===== src/rtl/tcm_pkg.sv =====
// rtl/tcm_pkg.sv - shared types and widths for the traffic conflict monitor
package tcm_pkg;

    localparam int NUM_ROADS    = 3;
    localparam int FAULT_CODE_W = 3;
    localparam int FAULT_ROAD_W = 2;

    typedef enum logic [1:0] {
        ST_ARMING  = 2'd0,
        ST_MONITOR = 2'd1,
        ST_FAULT   = 2'd2
    } tcm_state_e;

    typedef enum logic [FAULT_CODE_W-1:0] {
        FC_NONE     = 3'd0,
        FC_CONFLICT = 3'd1,
        FC_MULTI    = 3'd2,
        FC_DARK     = 3'd3,
        FC_SHORT    = 3'd4
    } tcm_fault_e;

    // Road number (1..NUM_ROADS) of the lowest set bit, 0 when none is set.
    function automatic logic [FAULT_ROAD_W-1:0] first_road(input logic [NUM_ROADS-1:0] hits);
        logic [FAULT_ROAD_W-1:0] road;
        road = '0;
        for (int r = NUM_ROADS - 1; r >= 0; r--) begin
            if (hits[r]) begin
                road = FAULT_ROAD_W'(r + 1);
            end
        end
        return road;
    endfunction

endpackage


===== src/rtl/tcm_debounce.sv =====
// rtl/tcm_debounce.sv - single lamp filter, follows raw input once it is stable
// Ports: clk, reset (sync, active-high), raw_i raw lamp drive, filt_o filtered lamp.
// filt_o takes a new raw value at the edge where that value has been sampled
// DEBOUNCE_CYC consecutive edges; RESET_VAL is the filtered value after reset.
module tcm_debounce #(
    parameter int   DEBOUNCE_CYC = 2,
    parameter logic RESET_VAL    = 1'b0
) (
    input  logic clk,
    input  logic reset,
    input  logic raw_i,
    output logic filt_o
);

    logic       filt_q, filt_d;
    logic [3:0] cnt_q, cnt_d;

    // cnt_q counts consecutive samples that disagree with the filtered value;
    // any agreeing sample restarts the count.
    always_comb begin
        filt_d = filt_q;
        cnt_d  = 4'd0;
        if (raw_i != filt_q) begin
            if (cnt_q + 4'd1 == 4'(DEBOUNCE_CYC)) begin
                filt_d = raw_i;
            end else begin
                cnt_d = cnt_q + 4'd1;
            end
        end
    end

    always_ff @(posedge clk) begin
        if (reset) begin
            filt_q <= RESET_VAL;
            cnt_q  <= 4'd0;
        end else begin
            filt_q <= filt_d;
            cnt_q  <= cnt_d;
        end
    end

    assign filt_o = filt_q;

endmodule


===== src/rtl/traffic_conflict_monitor.sv =====
// rtl/traffic_conflict_monitor.sv - three-road lamp conflict / sanity monitor
// Ports: clk, reset (sync, active-high); red/yellow/green_MR1..3 raw lamp drives;
//        fault_clr request to leave FAULT; fault_o latched fault; fault_code
//        (0 none, 1 conflict, 2 multi-lamp, 3 dark, 4 short-green); fault_road
//        (1..3, 0 for conflict/none); flash_req all-red flash request; armed
//        high while monitoring.
// Build option: TCM_DARK_CHECK_EN compiles in the dark-road check (code 3).
module traffic_conflict_monitor
    import tcm_pkg::*;
#(
    parameter int DEBOUNCE_CYC = 2,
    parameter int MIN_GREEN    = 4,
    parameter int MAX_DARK     = 8,
    parameter int ARM_CYC      = 4
) (
    input  logic                    clk,
    input  logic                    reset,
    input  logic                    red_MR1,
    input  logic                    yellow_MR1,
    input  logic                    green_MR1,
    input  logic                    red_MR2,
    input  logic                    yellow_MR2,
    input  logic                    green_MR2,
    input  logic                    red_MR3,
    input  logic                    yellow_MR3,
    input  logic                    green_MR3,
    input  logic                    fault_clr,
    output logic                    fault_o,
    output logic [FAULT_CODE_W-1:0] fault_code,
    output logic [FAULT_ROAD_W-1:0] fault_road,
    output logic                    flash_req,
    output logic                    armed
);

    localparam logic [3:0] MIN_GREEN_C = 4'(MIN_GREEN);
    localparam logic [3:0] ARM_CYC_C   = 4'(ARM_CYC);

    // A mis-configured monitor never leaves ARMING, so it never claims to be watching.
    localparam bit CFG_OK = (DEBOUNCE_CYC >= 1) && (DEBOUNCE_CYC <= 15) &&
                            (MIN_GREEN >= 1) && (MIN_GREEN <= 15) &&
                            (MAX_DARK >= 1) && (MAX_DARK <= 15) &&
                            (ARM_CYC >= 1) && (ARM_CYC <= 15);

    logic [NUM_ROADS-1:0] red_raw, yel_raw, grn_raw;
    logic [NUM_ROADS-1:0] red_f, yel_f, grn_f;

    assign red_raw = {red_MR3, red_MR2, red_MR1};
    assign yel_raw = {yellow_MR3, yellow_MR2, yellow_MR1};
    assign grn_raw = {green_MR3, green_MR2, green_MR1};

    for (genvar r = 0; r < NUM_ROADS; r++) begin : g_road
        tcm_debounce #(.DEBOUNCE_CYC(DEBOUNCE_CYC), .RESET_VAL(1'b1)) u_red (
            .clk(clk), .reset(reset), .raw_i(red_raw[r]), .filt_o(red_f[r])
        );
        tcm_debounce #(.DEBOUNCE_CYC(DEBOUNCE_CYC), .RESET_VAL(1'b0)) u_yel (
            .clk(clk), .reset(reset), .raw_i(yel_raw[r]), .filt_o(yel_f[r])
        );
        tcm_debounce #(.DEBOUNCE_CYC(DEBOUNCE_CYC), .RESET_VAL(1'b0)) u_grn (
            .clk(clk), .reset(reset), .raw_i(grn_raw[r]), .filt_o(grn_f[r])
        );
    end

    tcm_state_e                 state_q, state_d;
    logic [3:0]                 arm_cnt_q, arm_cnt_d;
    logic                       fault_q, fault_d;
    tcm_fault_e                 code_q, code_d;
    logic [FAULT_ROAD_W-1:0]    road_q, road_d;
    logic [NUM_ROADS-1:0][3:0]  gcnt_q, gcnt_d;

    logic                       arm_exit;
    logic                       conflict;
    logic [NUM_ROADS-1:0]       multi, dark_flt, short_g;
    logic                       any_fault;
    tcm_fault_e                 sel_code;
    logic [FAULT_ROAD_W-1:0]    sel_road;

    assign arm_exit = CFG_OK && (state_q == ST_ARMING) && (arm_cnt_q == ARM_CYC_C);

`ifdef TCM_DARK_CHECK_EN
    localparam logic [3:0] MAX_DARK_C = 4'(MAX_DARK);

    logic [NUM_ROADS-1:0][3:0] dcnt_q, dcnt_d;

    always_comb begin
        dcnt_d   = dcnt_q;
        dark_flt = '0;
        for (int r = 0; r < NUM_ROADS; r++) begin
            dark_flt[r] = (dcnt_q[r] >= MAX_DARK_C);
            if (red_f[r] || yel_f[r] || grn_f[r]) begin
                dcnt_d[r] = 4'd0;
            end else if (dcnt_q[r] != 4'hf) begin
                dcnt_d[r] = dcnt_q[r] + 4'd1;
            end
            if (arm_exit) begin
                dcnt_d[r] = 4'd0;
            end
        end
    end

    always_ff @(posedge clk) begin
        if (reset) begin
            dcnt_q <= '0;
        end else begin
            dcnt_q <= dcnt_d;
        end
    end
`else
    assign dark_flt = '0;
`endif

    // Fault detection and green-duration tracking on filtered lamps.
    always_comb begin
        conflict = (grn_f[0] & grn_f[1]) | (grn_f[0] & grn_f[2]) | (grn_f[1] & grn_f[2]);
        multi    = (red_f & yel_f) | (red_f & grn_f) | (yel_f & grn_f);
        short_g  = '0;
        gcnt_d   = gcnt_q;
        for (int r = 0; r < NUM_ROADS; r++) begin
            // The counter is only non-zero with green low in the cycle right after green fell.
            short_g[r] = !grn_f[r] && (gcnt_q[r] != 4'd0) && (gcnt_q[r] < MIN_GREEN_C);
            if (!grn_f[r]) begin
                gcnt_d[r] = 4'd0;
            end else if (gcnt_q[r] < MIN_GREEN_C) begin
                gcnt_d[r] = gcnt_q[r] + 4'd1;
            end
            // Greens already running when monitoring starts count as long enough.
            if (arm_exit) begin
                gcnt_d[r] = MIN_GREEN_C;
            end
        end

        any_fault = conflict || (|multi) || (|dark_flt) || (|short_g);

        sel_code = FC_NONE;
        sel_road = '0;
        if (conflict) begin
            sel_code = FC_CONFLICT;
        end else if (|multi) begin
            sel_code = FC_MULTI;
            sel_road = first_road(multi);
        end else if (|dark_flt) begin
            sel_code = FC_DARK;
            sel_road = first_road(dark_flt);
        end else if (|short_g) begin
            sel_code = FC_SHORT;
            sel_road = first_road(short_g);
        end
    end

    always_comb begin
        state_d   = state_q;
        arm_cnt_d = arm_cnt_q;
        fault_d   = fault_q;
        code_d    = code_q;
        road_d    = road_q;
        case (state_q)
            ST_ARMING: begin
                if (arm_exit) begin
                    state_d = ST_MONITOR;
                end else if (arm_cnt_q != 4'hf) begin
                    arm_cnt_d = arm_cnt_q + 4'd1;
                end
            end
            ST_MONITOR: begin
                if (any_fault) begin
                    state_d = ST_FAULT;
                    fault_d = 1'b1;
                    code_d  = sel_code;
                    road_d  = sel_road;
                end
            end
            ST_FAULT: begin
                if (fault_clr && !any_fault) begin
                    state_d   = ST_ARMING;
                    arm_cnt_d = 4'd0;
                    fault_d   = 1'b0;
                    code_d    = FC_NONE;
                    road_d    = '0;
                end
            end
            default: begin
                state_d   = ST_ARMING;
                arm_cnt_d = 4'd0;
            end
        endcase
    end

    always_ff @(posedge clk) begin
        if (reset) begin
            state_q   <= ST_ARMING;
            arm_cnt_q <= 4'd0;
            fault_q   <= 1'b0;
            code_q    <= FC_NONE;
            road_q    <= '0;
            gcnt_q    <= '0;
        end else begin
            state_q   <= state_d;
            arm_cnt_q <= arm_cnt_d;
            fault_q   <= fault_d;
            code_q    <= code_d;
            road_q    <= road_d;
            gcnt_q    <= gcnt_d;
        end
    end

    assign fault_o    = fault_q;
    assign fault_code = code_q;
    assign fault_road = road_q;
    assign flash_req  = fault_q;
    assign armed      = (state_q == ST_MONITOR);

endmodule

===== config.mk =====
export PLATFORM = sky130hd
export DESIGN_NAME = traffic_conflict_monitor
export DESIGN_NICKNAME = d
export VERILOG_FILES = /design/src/rtl/tcm_pkg.sv /design/src/rtl/tcm_debounce.sv /design/src/rtl/traffic_conflict_monitor.sv
export SDC_FILE = /design/constraint.sdc
export NUM_CORES = 1
export LEC_CHECK = 0
export BUFFER_PORTS_ARGS = -buffer_cell sky130_fd_sc_hd__buf_2
export CAP_MARGIN = 20
export CORE_MARGIN = 2
export CORE_UTILIZATION = 45
export CTS_CLUSTER_DIAMETER = 40
export DETAILED_ROUTE_END_ITERATION = 10
export GPL_ROUTABILITY_DRIVEN = 0
export PLACE_DENSITY_LB_ADDON = 0.05
export SYNTH_ARGS = -nofsm -noshare
export SYNTH_HDL_FRONTEND = slang
export SYNTH_SLANG_ARGS = --single-unit

===== constraint.sdc =====
create_clock -name clk -period 4.07 [get_ports clk]
set_input_delay 0.814 -clock clk [delete_from_list [all_inputs] [get_ports clk]]
set_output_delay 0.814 -clock clk [all_outputs]
set_load 0.05 [all_outputs]

==> summary.md, run 1 <==
| Metric | Value |
|---|---|
| Synth cell types | 48 |
| P_leak | 0.00159 uW |
| Sequential share of the synthesized area | 39.8% |
| Worst-Margin Slew | 0.500 ns |
| Fraction of layout cells with a size suffix above 1 | 11.6% |
| Drt wl/cell | 11.7 um |
| Share of the synthesized area in the top cell type | 39.8% |
| Yosys reg bits | 69 |
| Final #Nets | 438 |
| Top cells by area, synth | dfxtp_1 (40%), ha_1 (9.4%), nor2_1 (5.2%) |
| Prevailing post-synth register cell | dfxtp_1 |
| Vias in the first global route | 2,363 |
| Area Growth Syn to Fin | 10.0% |
| Core area | 0.00761 mm^2 |
| Slew Limit Headroom | 66.7% |
| Clk_lat worst skew | 0.33 ns |
| RSZ-0062 raised after global routing | no |
| Sink Count | 69 |
| First-pass GRT wire length | 10,400 um |
| Die span in x | 91.8 um |
| Dpl cell area | 0.00364 mm^2 |
| Critical-path maximum fanout | 6 |
| Io pins | 20 |
| PD cells | 385 mW/mm^2 |
| CP endpoint | armed |
| Deepest clock path buffer count | 2 |
| Worst reg2reg startpoint | g_road[1].u_grn.filt_o |
| # H-tree levels | 3 |
| Post-DP HPWL | 4450 um |
| GRT Resource Usage Total | 15.6% |
| Hold crit path type | reg -> reg |
| Setup_tns | 0 ns |
| Die H | 91.8 um |
| Root Buffer | clkbuf_8 |
| Clock slew at reported path FFs | 0.07 ns |
| Detailed Routing Iterations Pass 1 | 4 |
| F_max | 471 MHz |
| Reg2reg setup slack | 2.11 ns |
| Fin crit period | 2.12 ns |
| Cell Area, Synth | 0.00347 mm^2 |
| Critical path origin | state_q[0] |
| Gate Count Post-Synth | 377 |
| Worst Clk Skew | 0.00518 ns |
| FF-to-FF path depth | 5 |
| Antenna viol nets, final | 0 |
| Num CTS Buffers | 9 |
| DIE AREA | 0.00843 mm^2 |
| ANT cells | 0 |
| Starting Density | 45.6% |
| Critical path class | reg -> out |
| # DRC | 0 |
| Most Used Layer, Global Route | met2 |
| Syn_area_per_cell | 9.21 um^2 |
| Final hold violation count | 0 |
| Routed vias | 2,481 |
| Synth area leader | dfxtp_1 |
| Routed vias/inst | 4.90 |
| YS warnings | 0 |
| Final period util | 52.2% |
| Post-synth EDFFs | 0 |
| Worst setup EP type | primary output |
| TritonCTS clock tree | yes |
| Grt met2 use | 25.3% |
| Post-CTS Setup Bufs | 0 |
| Port bufs | 19 |
| Number of cell rows | 32 |
| Max-cap viol count | 0 |
| Initial antenna violation count | 0 |
| Pre-CTS setup slack | 2.03 ns |
| Worst EP arrival | 1.31 ns |
| Total wire length | 5910 um |
| Count leader, synth | dfxtp_1 |
| Peak VDD IR | 0.256 mV |
| Setup-failing EPs final | 0 |
| Cts repair resizes | 0 |
| Final Worst Setup Slack | 1.95 ns |
| Final instance area | 0.00382 mm^2 |
| Met1 GRT Util | 19.3% |
| Synth top cells by count | dfxtp_1 (69), nor2_1 (48), nor3_1 (27), ha_1 (26) |
| Post-synth ARST share | 0% |
| Syn nets | 415 |
| Reg-to-reg endpoint | fault_code[0] |
| Largest net degree at the start of global routing | 31 |
| Critical path startpoint category | register |
| Status | finished, final reports clean |
| GRT overflow | 0 |
| Final Max Tran Viols | 0 |
| CP required | 3.26 ns |
| Hold-fix buffers, CTS | 0 |
| Iteration-0 DRC count of the detailed router | 62 |
| GR Util met3 | 5.67% |
-- power breakdown --
part | switching [uW] | total, uW | internal, uW
Clock | 227 | 494 | 267
Combinational | 113 | 208 | 95.1
Sequential | 53.0 | 768 | 715
Total | 393 | 1470 | 1080
-- how the worst min path moves through the flow --
stage                              from  cells after the start                       end
6_report                  fault_code[1]                      1             fault_code[1]
5_1_grt                   fault_road[0]                      1             fault_road[0]
4_1_cts                   fault_code[1]                      1             fault_code[1]
3_5_place_dp              fault_road[0]                      1             fault_road[0]
3_3_place_gp              fault_road[0]                      1             fault_road[0]
2_1_floorplan  g_road[2].u_grn.cnt_q[0]                      1  g_road[2].u_grn.cnt_q[0]
-- final cells by class --
type / count / area [um^2]
fill: 748 / 3790
clock inverter: 1 / 5.00
tap: 102 / 128
inverter: 19 / 71.3
sequential: 69 / 1380
timing repair buffer: 19 / 95.1
clock buffer: 14 / 173
multi-input combinational: 282 / 1970
-- state kept, by name, indices dropped and copies added (netlist names) --
signal / count
g_road.u_red.filt_o: 3
g_road.u_red.cnt_q: 12
state_q: 2
fault_code: 3
arm_cnt_q: 4
g_road.u_grn.filt_o: 3
g_road.u_yel.cnt_q: 12
g_road.u_yel.filt_o: 3
g_road.u_grn.cnt_q: 12
fault_road: 2
fault_o: 1
gcnt_q: 12
-- layout by cell type (no fill, tap or decap), types with 2 or more instances in the layout --
cell type  Yosys  routed
dfxtp_1       69      69
nor2_1        48      48
nor3_1        27      27
ha_1          26      26
inv_1         19      19
nand2_1       19      19
buf_2          0      19
xor2_1        18      18
nand2b_1      15      15
a21oi_1       13      13
xnor2_1       12      12
o21ai_0       12      12
clkbuf_8       0      12
nor2b_1       11      11
nand3_1       11      11
a21boi_0       8       8
and3b_1        8       8
nor4_4         5       5
mux2i_1        5       5
o21a_1         4       4
a22o_1         4       4
a211o_1        3       3
a21o_1         3       3
a32o_1         3       3
maj3_2         2       2
or3_1          2       2
nand4_1        2       2
and3_1         2       2
maj3_1         2       2
clkbuf_1       2       2
-- logic make-up (layout without fill, tap and decap cells) --
family / after synthesis / after routing / share of synthesized area (%)
simple gates: 157 / 157 / 25.0
flops: 69 / 69 / 39.8
compound gates: 59 / 59 / 11.7
fa+ha+maj: 30 / 30 / 10.6
xor+xnor: 30 / 30 / 7.57
buf+inv: 26 / 53 / 3.57
mux: 6 / 6 / 1.77
-- through the flow --
| stage | hold WS, ns | cells | utilization (%) | power (uW) |
|---|---|---|---|---|
| 2_1_floorplan | 0.449 | 377 | - | 943 |
| 3_3_place_gp | 0.462 | 491 | 47.9 | 992 |
| 3_5_place_dp | 0.462 | 491 | 47.9 | 994 |
| 4_1_cts | 0.477 | 506 | 50.2 | 1500 |
| 5_1_grt | 0.492 | 506 | 50.2 | 1560 |
| 6_report | 0.476 | 506 | 50.2 | 1470 |
-- critical path, cell delays in order, from the launching register on --
cell and delay (ns):
dfxtp_1 0.43, nand2_1 0.14, inv_1 0.13, buf_2 0.28
-- metal layers --
layer / part of all wire, % / wire (um)
met1: 49 / 2920
met2: 45 / 2640
met3: 4.6 / 269
met4: 1.4 / 80
met5: 0 / 0
(Power assumes the default switching activity.)
==> run 2: changes to the inputs <==
- ABC_AREA: unset -> 1
- clock period: 4.07 -> 1.8 ns (I/O delays scaled with it)
==> run 2 against run 1 <==
  * Clock power rose by 130%
  * Synthesized area fell by 6.6%
  * Core utilization rose by 2.7 points
  * Register-to-register slack got worse by 1.8 ns
  * Sequential cell count did not move
  * Routed wire length fell by 7.0%
  * Largest power group unchanged
  * Design area fell by 4.9%
  * Global-route usage rose by 0.54 points
==> summary.md, run 2 <==
| Metric | Value |
|---|---|
| Status | finished, final reports clean |
| Post-DP HPWL | 4080 um |
| P_leak | 0.00156 uW |
| Routed vias | 2,384 |
| Starting Density | 47.2% |
| Worst EP arrival | 1.21 ns |
| Sequential share of the synthesized area | 42.6% |
| Hold Path Stages | 3 |
| Synth area leader | dfxtp_1 |
| Total wire length | 5490 um |
| Num CTS Buffers | 9 |
| Setup_tns | 0 ns |
| Max stage delay cell, worst path | dfxtp_1 |
| Iteration-0 DRC count of the detailed router | 103 |
| Detailed Routing Iterations Pass 1 | 5 |
| Worst-path cell chain | inv_1 > nor2_2 > buf_2 |
| TritonCTS clock tree | yes |
| # H-tree levels | 3 |
| Area Growth Syn to Fin | 12.0% |
| Share of the synthesized area in the top cell type | 42.6% |
| Final period util | 87.3% |
| YS warnings | 0 |
| Hold crit path type | in -> reg |
| Max-cap viol count | 0 |
| ANT cells | 0 |
| First-pass GRT wire length | 9760 um |
| Vias in the first global route | 2,252 |
| Critical-path maximum fanout | 4 |
| Io pins | 20 |
| Deepest clock path buffer count | 2 |
| Final Max Tran Viols | 0 |
| Prevailing post-synth register cell | dfxtp_1 |
| Initial antenna violation count | 0 |
| Cts repair resizes | 0 |
| Largest net degree at the start of global routing | 18 |
| RSZ-0062 raised after global routing | no |
| Fin crit period | 1.57 ns |
| # DRC | 0 |
| Count leader, synth | dfxtp_1 |
| Syn nets | 420 |
| Total power | 3900 uW |
| DIE AREA | 0.00790 mm^2 |
| Gate Count Post-Synth | 382 |
| Post-synth EDFFs | 0 |
| Sink Count | 69 |
| Final hold violation count | 0 |
| GRT Resource Usage Total | 16.1% |
| Post-CTS Setup Bufs | 0 |
| F_max | 636 MHz |
| Antenna viol nets, final | 0 |
| Fraction of layout cells with a size suffix above 1 | 14.9% |
| Die span in x | 88.9 um |
| Routed vias/inst | 4.67 |
| Critical path class | reg -> out |
| Peak VDD IR | 0.482 mV |
| Drt wl/cell | 10.7 um |
| Die H | 88.9 um |
| Worst-Margin Slew | 0.453 ns |
| Yosys reg bits | 69 |
| Cell Area, Synth | 0.00324 mm^2 |
| Slew Limit Headroom | 69.7% |
| Worst setup EP type | primary output |
| Worst Clk Skew | 0.00614 ns |
| Root Buffer | clkbuf_8 |
| Hold-fix buffers, CTS | 0 |
| PD cells | 1080 mW/mm^2 |
| Synth top cells by count | dfxtp_1 (69), nor2_1 (66), inv_1 (43), a21oi_1 (36), nand3_1 (30) |
| Commonest cells after routing, fill and taps aside | dfxtp_1 (69), nor2_1 (66), inv_1 (43), a21oi_1 (36), nand3_1 (30) |
| Core area | 0.00687 mm^2 |
| Max incr delay on CP | 0.43 ns |
| Critical path startpoint category | register |
| Port bufs | 19 |
| FF-to-FF path depth | 12 |
| Top cells by area, synth | dfxtp_1 (43%), ha_1 (10%), nor2_1 (7.6%) |
| Final #Nets | 448 |
| Synth cell types | 34 |
| Post-synth ARST share | 0% |
| CP required | 1.44 ns |
| Setup-failing EPs final | 0 |
| Clk_lat worst skew | 0.34 ns |
| Number of cell rows | 30 |
| Syn_area_per_cell | 8.49 um^2 |
| Commonest non-fill, non-tap cell in the layout | dfxtp_1 |
| Clock slew at reported path FFs | 0.07 ns |
| GRT overflow | 0 |
==> run 2: worst paths after layout <==
kind,start,endpoint,slack [ns]
hold reg to reg,gcnt_q[3],gcnt_q[3],0.46
hold / removal,red_MR3,g_road[2].u_red.filt_o,0.29
setup reg to reg,gcnt_q[8],fault_code[1],0.31
setup / recovery,state_q[0],armed,0.23
==> run 2: final cells by class <==
type                    instances  area (um^2)
well taps                      96          120
multi-input cells             262         1660
flip-flops and latches         69         1380
inverters                      45          169
clock buffers                  12          155
repair buffers                 23          125
clock inverters                 4         22.5
fillers                       673         3240
==> run 2: logic make-up (layout without fill, tap and decap cells) <==
kind of cell	Yosys count	count (layout)	synth area share (%)
buffers and inverters	51	84	6.25
adders and majority gates	26	26	10.0
AOI/OAI and AO/OA	67	67	12.2
and+or+nand+nor	149	149	23.5
xor gates and xnor gates	20	20	5.40
DFF	69	69	42.6
==> run 2: per-stage QoR <==
step                area [um^2]  cells  hold slack [ns]  util [%]  setup slack, ns
finish                     3630    511            0.287      52.9            0.228
floorplan                  3240    382            0.430         -            0.221
CTS                        3630    511            0.267      52.9            0.205
detailed placement         3450    495            0.449      50.3            0.302
global placement           3450    495            0.439      50.3            0.292
global route               3630    511            0.301      52.9            0.124
==> run 2: routing by layer <==
metal | part of all wire (%) | vias to the layer above | GRT usage, %
li1 | - | 1298 | -
met1 | 52 | 1059 | 20.7
met2 | 43 | 19 | 25.5
met3 | 2.8 | 8 | 5.22
met4 | 1.3 | 0 | 5.37
met5 | 0 | - | 0
==> run 2: critical path, delay by kind of cell (launching register included) <==
family / cells / cell delay [ns]
buf+inv: 2 / 0.35
flops: 1 / 0.43
simple gates: 1 / 0.09
==> run 2: where the power goes <==
part	internal, uW	leakage (uW)	switching [uW]	total (uW)
sequential	1670	0.000561	126	1800
combinational	364	0.000903	618	981
clock	568	0.0000921	559	1130
